===== src/rtl/done_dispatch.sv =====
// done_dispatch: issue-side dispatcher for the execution stage.
// Accepts one instruction at a time, pulses the start line of every
// participating unit, tracks their done handshakes and reports either a
// single stageDone pulse or a timeout when some unit never answers.
// Unit bit order everywhere: [0] branch, [1] jump, [2] memWrite1, [3] memWrite2.
// TIMEOUT_CYCLES must lie in 1..255 and 2**CNT_W must exceed it.

module done_dispatch #(
   parameter int TIMEOUT_CYCLES = 64,
   parameter int CNT_W          = 8
) (
   input  logic       clk,
   input  logic       reset,
   input  logic       issueValid,
   input  logic [3:0] needMask,
   input  logic       branchDone,
   input  logic       jumpDone,
   input  logic       memWriteDone1,
   input  logic       memWriteDone2,
   input  logic       clearErr,
   output logic       issueReady,
   output logic       branchStart,
   output logic       jumpStart,
   output logic       memWriteStart1,
   output logic       memWriteStart2,
   output logic       stageDone,
   output logic       timeoutErr,
   output logic [3:0] pendingMask
);

   typedef enum logic [2:0] {
      S_IDLE  = 3'd0,
      S_ISSUE = 3'd1,
      S_WAIT  = 3'd2,
      S_DONE  = 3'd3,
      S_ERROR = 3'd4
   } stateType;

   // waitCnt holds (WAIT cycle number - 1) during WAIT, so the last allowed
   // WAIT cycle is the one where the count equals TIMEOUT_CYCLES-1.
   localparam logic [CNT_W-1:0] WAIT_LAST = CNT_W'(TIMEOUT_CYCLES - 1);
   localparam logic [CNT_W-1:0] CNT_MAX   = {CNT_W{1'b1}};

   stateType         state;
   stateType         stateNext;
   logic [3:0]       needReg;
   logic [CNT_W-1:0] waitCnt;
   logic [3:0]       doneVec;
   logic [3:0]       maskAfter;
   logic             waitExpired;
   logic [3:0]       startVec;

   // Done inputs gathered in unit bit order; only pending units can be cleared,
   // so a held level or a repeated pulse from a finished unit has no effect.
   assign doneVec     = {memWriteDone2, memWriteDone1, jumpDone, branchDone};
   assign maskAfter   = pendingMask & ~doneVec;
   assign waitExpired = (waitCnt >= WAIT_LAST);

   // State register.
   always_ff @(posedge clk or negedge reset) begin
      // NOTE: sequential state uses non-blocking assignments so every register
      // samples the pre-edge values, independent of block ordering.
      if (!reset) begin
         state <= S_IDLE;
      end else begin
         state <= stateNext;
      end
   end

   // Next-state decision; completion is judged on the post-update mask so a
   // done arriving on the last allowed WAIT cycle beats the timeout.
   always_comb begin
      // NOTE: default first, so no path through the case leaves stateNext
      // unassigned and infers a latch.
      stateNext = state;
      case (state)
         S_IDLE: begin
            if (issueValid) begin
               stateNext = (needMask == 4'b0000) ? S_DONE : S_ISSUE;
            end
         end
         S_ISSUE: begin
            stateNext = S_WAIT;
         end
         S_WAIT: begin
            if (maskAfter == 4'b0000) begin
               stateNext = S_DONE;
            end else if (waitExpired) begin
               stateNext = S_ERROR;
            end
         end
         S_DONE: begin
            stateNext = S_IDLE;
         end
         S_ERROR: begin
            if (clearErr) begin
               stateNext = S_IDLE;
            end
         end
         default: begin
            stateNext = S_IDLE;
         end
      endcase
   end

   // Latch the participating-unit mask when an instruction is accepted.
   always_ff @(posedge clk or negedge reset) begin
      if (!reset) begin
         needReg <= 4'b0000;
      end else if (state == S_IDLE && issueValid) begin
         needReg <= needMask;
      end
   end

   // Pending-unit tracking: loaded as the starts go out, whittled down by
   // dones while waiting, frozen in ERROR so the stuck units stay visible.
   always_ff @(posedge clk or negedge reset) begin
      if (!reset) begin
         pendingMask <= 4'b0000;
      end else begin
         case (state)
            S_ISSUE: pendingMask <= needReg;
            S_WAIT:  pendingMask <= maskAfter;
            S_DONE:  pendingMask <= 4'b0000;
            S_ERROR: begin
               if (clearErr) begin
                  pendingMask <= 4'b0000;
               end
            end
            default: pendingMask <= pendingMask;
         endcase
      end
   end

   // Watchdog: cleared on issue, counts WAIT cycles and saturates.
   always_ff @(posedge clk or negedge reset) begin
      if (!reset) begin
         waitCnt <= '0;
      end else if (state == S_ISSUE) begin
         waitCnt <= '0;
      end else if (state == S_WAIT && waitCnt != CNT_MAX) begin
         waitCnt <= waitCnt + 1'b1;
      end
   end

   // Outputs decoded purely from registered state; no input reaches an output.
   always_comb begin
      issueReady = 1'b0;
      stageDone  = 1'b0;
      timeoutErr = 1'b0;
      startVec   = 4'b0000;
      case (state)
         S_IDLE:  issueReady = 1'b1;
         S_ISSUE: startVec   = needReg;
         S_DONE:  stageDone  = 1'b1;
         S_ERROR: timeoutErr = 1'b1;
         default: begin
            issueReady = 1'b0;
         end
      endcase
   end

   assign branchStart    = startVec[0];
   assign jumpStart      = startVec[1];
   assign memWriteStart1 = startVec[2];
   assign memWriteStart2 = startVec[3];

endmodule


===== config.mk =====
export PLATFORM = sky130hd
export DESIGN_NAME = done_dispatch
export DESIGN_NICKNAME = d
export VERILOG_FILES = /design/src/rtl/done_dispatch.sv
export SDC_FILE = /design/constraint.sdc
export NUM_CORES = 1
export LEC_CHECK = 0
export CORE_MARGIN = 1
export CORE_UTILIZATION = 30
export CTS_CLUSTER_DIAMETER = 30
export DETAILED_ROUTE_END_ITERATION = 8
export MAX_ROUTING_LAYER = met4
export SKIP_CTS_REPAIR_TIMING = 1
export SYNTH_ARGS = -nofsm -noshare
export SYNTH_HDL_FRONTEND = slang
export SYNTH_SLANG_ARGS = --single-unit

===== constraint.sdc =====
create_clock -name clk -period 3.05 [get_ports clk]
set_input_delay 0.61 -clock clk [delete_from_list [all_inputs] [get_ports clk]]
set_output_delay 0.61 -clock clk [all_outputs]
set_load 0.05 [all_outputs]

* Word level (Yosys, flattened, before mapping)
Cells that the tools add are included.
Storage, ports and cells: input bits 12, word-level logic and storage cells 39, output and inout port bits 11, register bits after elaboration 19
Cells by class: multiplexer cells 14, add/sub/neg operators 1, magnitude comparators 1, bitwise gates (word level) 2, eq/ne operators 8, reductions and logical operators 9
Operator list (count):
- 2-to-1 mux 8 bit | 2
- case mux 4 bit (4 select lines) | 1
- 2-to-1 mux 3 bit | 4
- case mux 3 bit (4 select lines) | 1
- adder 8 x 1 -> 8 bit, second input constant | 1
- >= comparator 8 x 6 -> 1 bit, second input constant | 1
- zero test 4 bit | 2
- 2-to-1 mux 4 bit | 2
- inequality test 8 bit, second input constant | 1
- == test 3 x 2 -> 1 bit, second input constant | 2
- bitwise AND 4 bit | 1
- inequality test 2 bit, second input constant | 2
- NOT 4 bit | 1
- nonzero test 4 bit | 1
- == test 3 x 1 -> 1 bit, second input constant | 1
- == test 3 bit, second input constant | 1
- zero test 3 bit | 1
- 2-to-1 mux 1 bit | 3
- inequality test 3 bit, second input constant | 1
- AND reduction 3 bit | 1
- logical AND 1 bit | 2
- 2-to-1 mux 2 bit | 1
- AND reduction 2 bit | 1
- nonzero test 2 bit | 1

* Depth between registers and ports, before layout
depth after elaboration 5, depth in mapped cells 6, mapped depth without buffers 5

* Worst setup path before layout
OpenSTA, ideal clock, no wires.
kind reg2reg, from register state[0], to register needReg[0], buffers on the path 1, slack 0.489 ns, cell stages (with the launch flop) 5, arrival 2.436 ns, required time 2.925 ns, clock period less this slack 2.561 ns, library setup time 0.125 ns, path through dfrtp_1 > buf_6 > nor3_1 > and2_1 > mux2_2
Between the ends: word-level cells in the longest chain between the ends 2
Ends and longest elaborated chain:
- start: declaration | RTL line 44 | stateType state;
- start signal: assignment | RTL line 66 | state <= stateNext;
- zero test 3 bit | RTL line 110 | end else if (state == S_IDLE && issueValid) begin
- logical AND 1 bit | RTL line 110
- end signal: assignment | RTL line 111 | needReg <= needMask;
- end: declaration | RTL line 46 | logic [3:0] needReg;
Every way passes these cells. A chain may end at the register's enable or synchronous reset.

* Worst setup path after layout
from register state[0], to output port timeoutErr
Between the ends: word-level cells in the longest chain between the ends 2
Ends and longest elaborated chain:
- == test 3 bit | RTL line 152 | case (state)
- 2-to-1 mux 1 bit | RTL line 152
- end: declaration | RTL line 27 | output logic timeoutErr,
Every way passes these cells.

==> results.md <==
* Pwr/cell area at 919 nW/um^2
* Final GP Congestion at between 0.7 and 0.8
* Gr usage total at 0.153
* Worst Path Max Fanout at 9
* Worst-case reg-to-reg path depth at 5
* Fin Clk Skew at ~0.0055 ns
* Cell count after synthesis at about 100
* Worst path arrival time at 2.03 ns
* Crit. End Element: primary output
* CTS Root Cell: clkbuf_4
* Synth-to-layout area growth at 26.4%
* Syn avg cell area at 9.94 um^2
* Number of synthesized flops with an enable pin at 0
* DR iter-0 viols at 25
* Layout fillers at between 300 and 400
* Clock sink count at 19
* ANT cells at 0
* Post-synth top area cell: dfrtp_1
* CTS tree: done
* Most common cell in the netlist: dfrtp_1
* Post-synth top cells: dfrtp_1, o21ai_0, a21oi_1
* Critical path class: flip-flop to primary output
* Area contributors post-synth: dfrtp_1, o21ai_0, mux2_2
* DP Wirelength at about 1700 um
* Place WS at ~0.73 ns
* Die Ht at 60.7 um
* Pre-antenna DRT Iters at 6
* FP Rows at 20
* Max-slew violations at 0
* Initial Utilization at 0.328
* Ys flop type: dfrtp_1
* Top Ports at 23
* Layout cells sized above 1 at 0.133
* RSZ-0062 raised after global routing: false
* Clk_lat worst skew at 0.30 ns
* Reg area at 475 um^2
* Port Buffers at 22
* Setup tns final at 0 ns
* Mapped cell area at 1030 um^2
* Shortest period the worst path allows at around 2.6 ns
* Initial antenna violation count at 0
* Clock buffer depth at 2
* Period utilization at 0.867
* Worst slew margin at 0.413
* Area of the multi-input gates at ~510 um^2
* Setup ws final at around 0.4 ns
* Die ar. at 3680 um^2
* CTS clock-pin slew for the worst setup and hold paths at 0.11 ns
* Max-cap violations at 0
* Number of synthesized register bits at 19
* Die W at 60.7 um
* Nets at about 140
* Largest net degree at the start of global routing at 20
* Seq/Total Area, Yosys at 0.460
* First-pass GRT wire length at roughly 3900 um
* Final WL at 2370 um
* Remaining Overflow, GRT at 0
* Post-Syn Nets at 117
* Yosys top cell area share at 0.460
* Final Hold Fails at 0
* Hold Path Class: flip-flop to flip-flop
* Vias in the first global route at 871
* Max frequency at 378 MHz
* H-tree depth at 1
* Mean routed wirelength per cell at 13.8 um
* Critical path startpoint category: flip-flop
* Yosys Warn Count at 0
* Core area at 3150 um^2
* Synth cell types at 38
* Outcome: complete, no violations
* Final Setup Violations at 0
* Maximum VDD drop at 0.519 mV
* Vias/cell at 5.06
* CTS buffer count at 3
* Worst path required time at 2.44 ns
* Worst slew pin tran at 0.878 ns
* Final ANT Viol Nets at 0
* Hold Crit Depth at 1
* DRC at 0
* Async SR Flop Fraction at 1.00
* Pleak at 0.568 nW
* Routed vias at 871
## worst max-delay path, stage by stage (launching register included)
cell and delay [ns]:
dfrtp_1 0.50, nor3b_1 0.37, clkdlybuf4s50_1 0.87
## layer usage
layer	up-vias	share of wire	GRT usage	routed length [um]
met4	0	0.0042	0.0390	10
met1	415	0.47	0.190	1110
met5	-	0	-	0
met2	25	0.49	0.250	1160
li1	429	-	-	-
met3	2	0.038	0.0384	89
## flip-flops by register name, summed over array words and instances (netlist names)
name,count
needReg,4
pendingMask,4
state,3
waitCnt,8
## cell families (layout without fill, tap and decap cells)
logic type               count (synthesis)  in the layout  synth area share
multiplexers                             5              5            0.0533
AO/OA/AOI/OAI                           32             32             0.193
flip-flops                              19             19             0.460
buffers and inverters                    9             33            0.0508
XOR/XNOR                                 2              2            0.0242
adder cells (fa/ha/maj)                  1              1            0.0121
AND/OR/NAND/NOR                         36             36             0.207
## final timing paths
| check | startpoint | endpoint | slack, ns |
|---|---|---|---|
| worst min register to register | needReg[0] | needReg[0] | 0.51 |
| worst max register to register | waitCnt[0] | waitCnt[7] | 1.25 |
| worst min-delay path | needReg[0] | needReg[0] | 0.51 |
| max in group asynchronous | reset | pendingMask[0] | 1.72 |
| min in group asynchronous | reset | waitCnt[3] | 0.79 |
| worst max-delay path | state[0] | timeoutErr | 0.41 |
## metrics by stage
step            util  std cells  hold WS (ns)  area, um^2  total power, mW
3_3_place_gp   0.406        168         0.484        1280             1.06
4_1_cts        0.414        172         0.519        1310             1.21
3_5_place_dp   0.406        168         0.488        1280             1.07
6_report       0.414        172         0.512        1310             1.20
2_1_floorplan      -        104         0.314        1030            0.904
5_1_grt        0.414        172         0.534        1310             1.28
## final cells by class
type	count	area share
Multi-Input combinational cell	76	0.387
Sequential cell	19	0.364
Timing Repair Buffer	24	0.172
Tap cell	44	0.0421
Clock buffer	4	0.0201
Inverter	5	0.0144
## where the power goes
part / switching [mW] / total (mW) / internal, mW
sequential: 0.0777 / 0.405 / 0.327
clock: 0.0835 / 0.134 / 0.0509
combinational: 0.405 / 0.660 / 0.255
## cells in the final DEF, fill, tap and decap left out, types with 2 or more instances in the layout
cell type / synthesis / layout
dfrtp_1: 19 / 19
clkdlybuf4s50_1: 0 / 18
o21ai_0: 14 / 14
a21oi_1: 6 / 6
buf_4: 1 / 6
inv_1: 5 / 5
and2_1: 5 / 5
nand2_1: 5 / 5
nor2_1: 5 / 5
a21o_1: 4 / 4
mux2_2: 4 / 4
nor3b_1: 3 / 3
nor2b_1: 3 / 3
clkbuf_4: 0 / 3
nand4_1: 2 / 2
or3_1: 2 / 2
nand3_1: 2 / 2
Note: power is estimated with default switching activity, not from simulation.
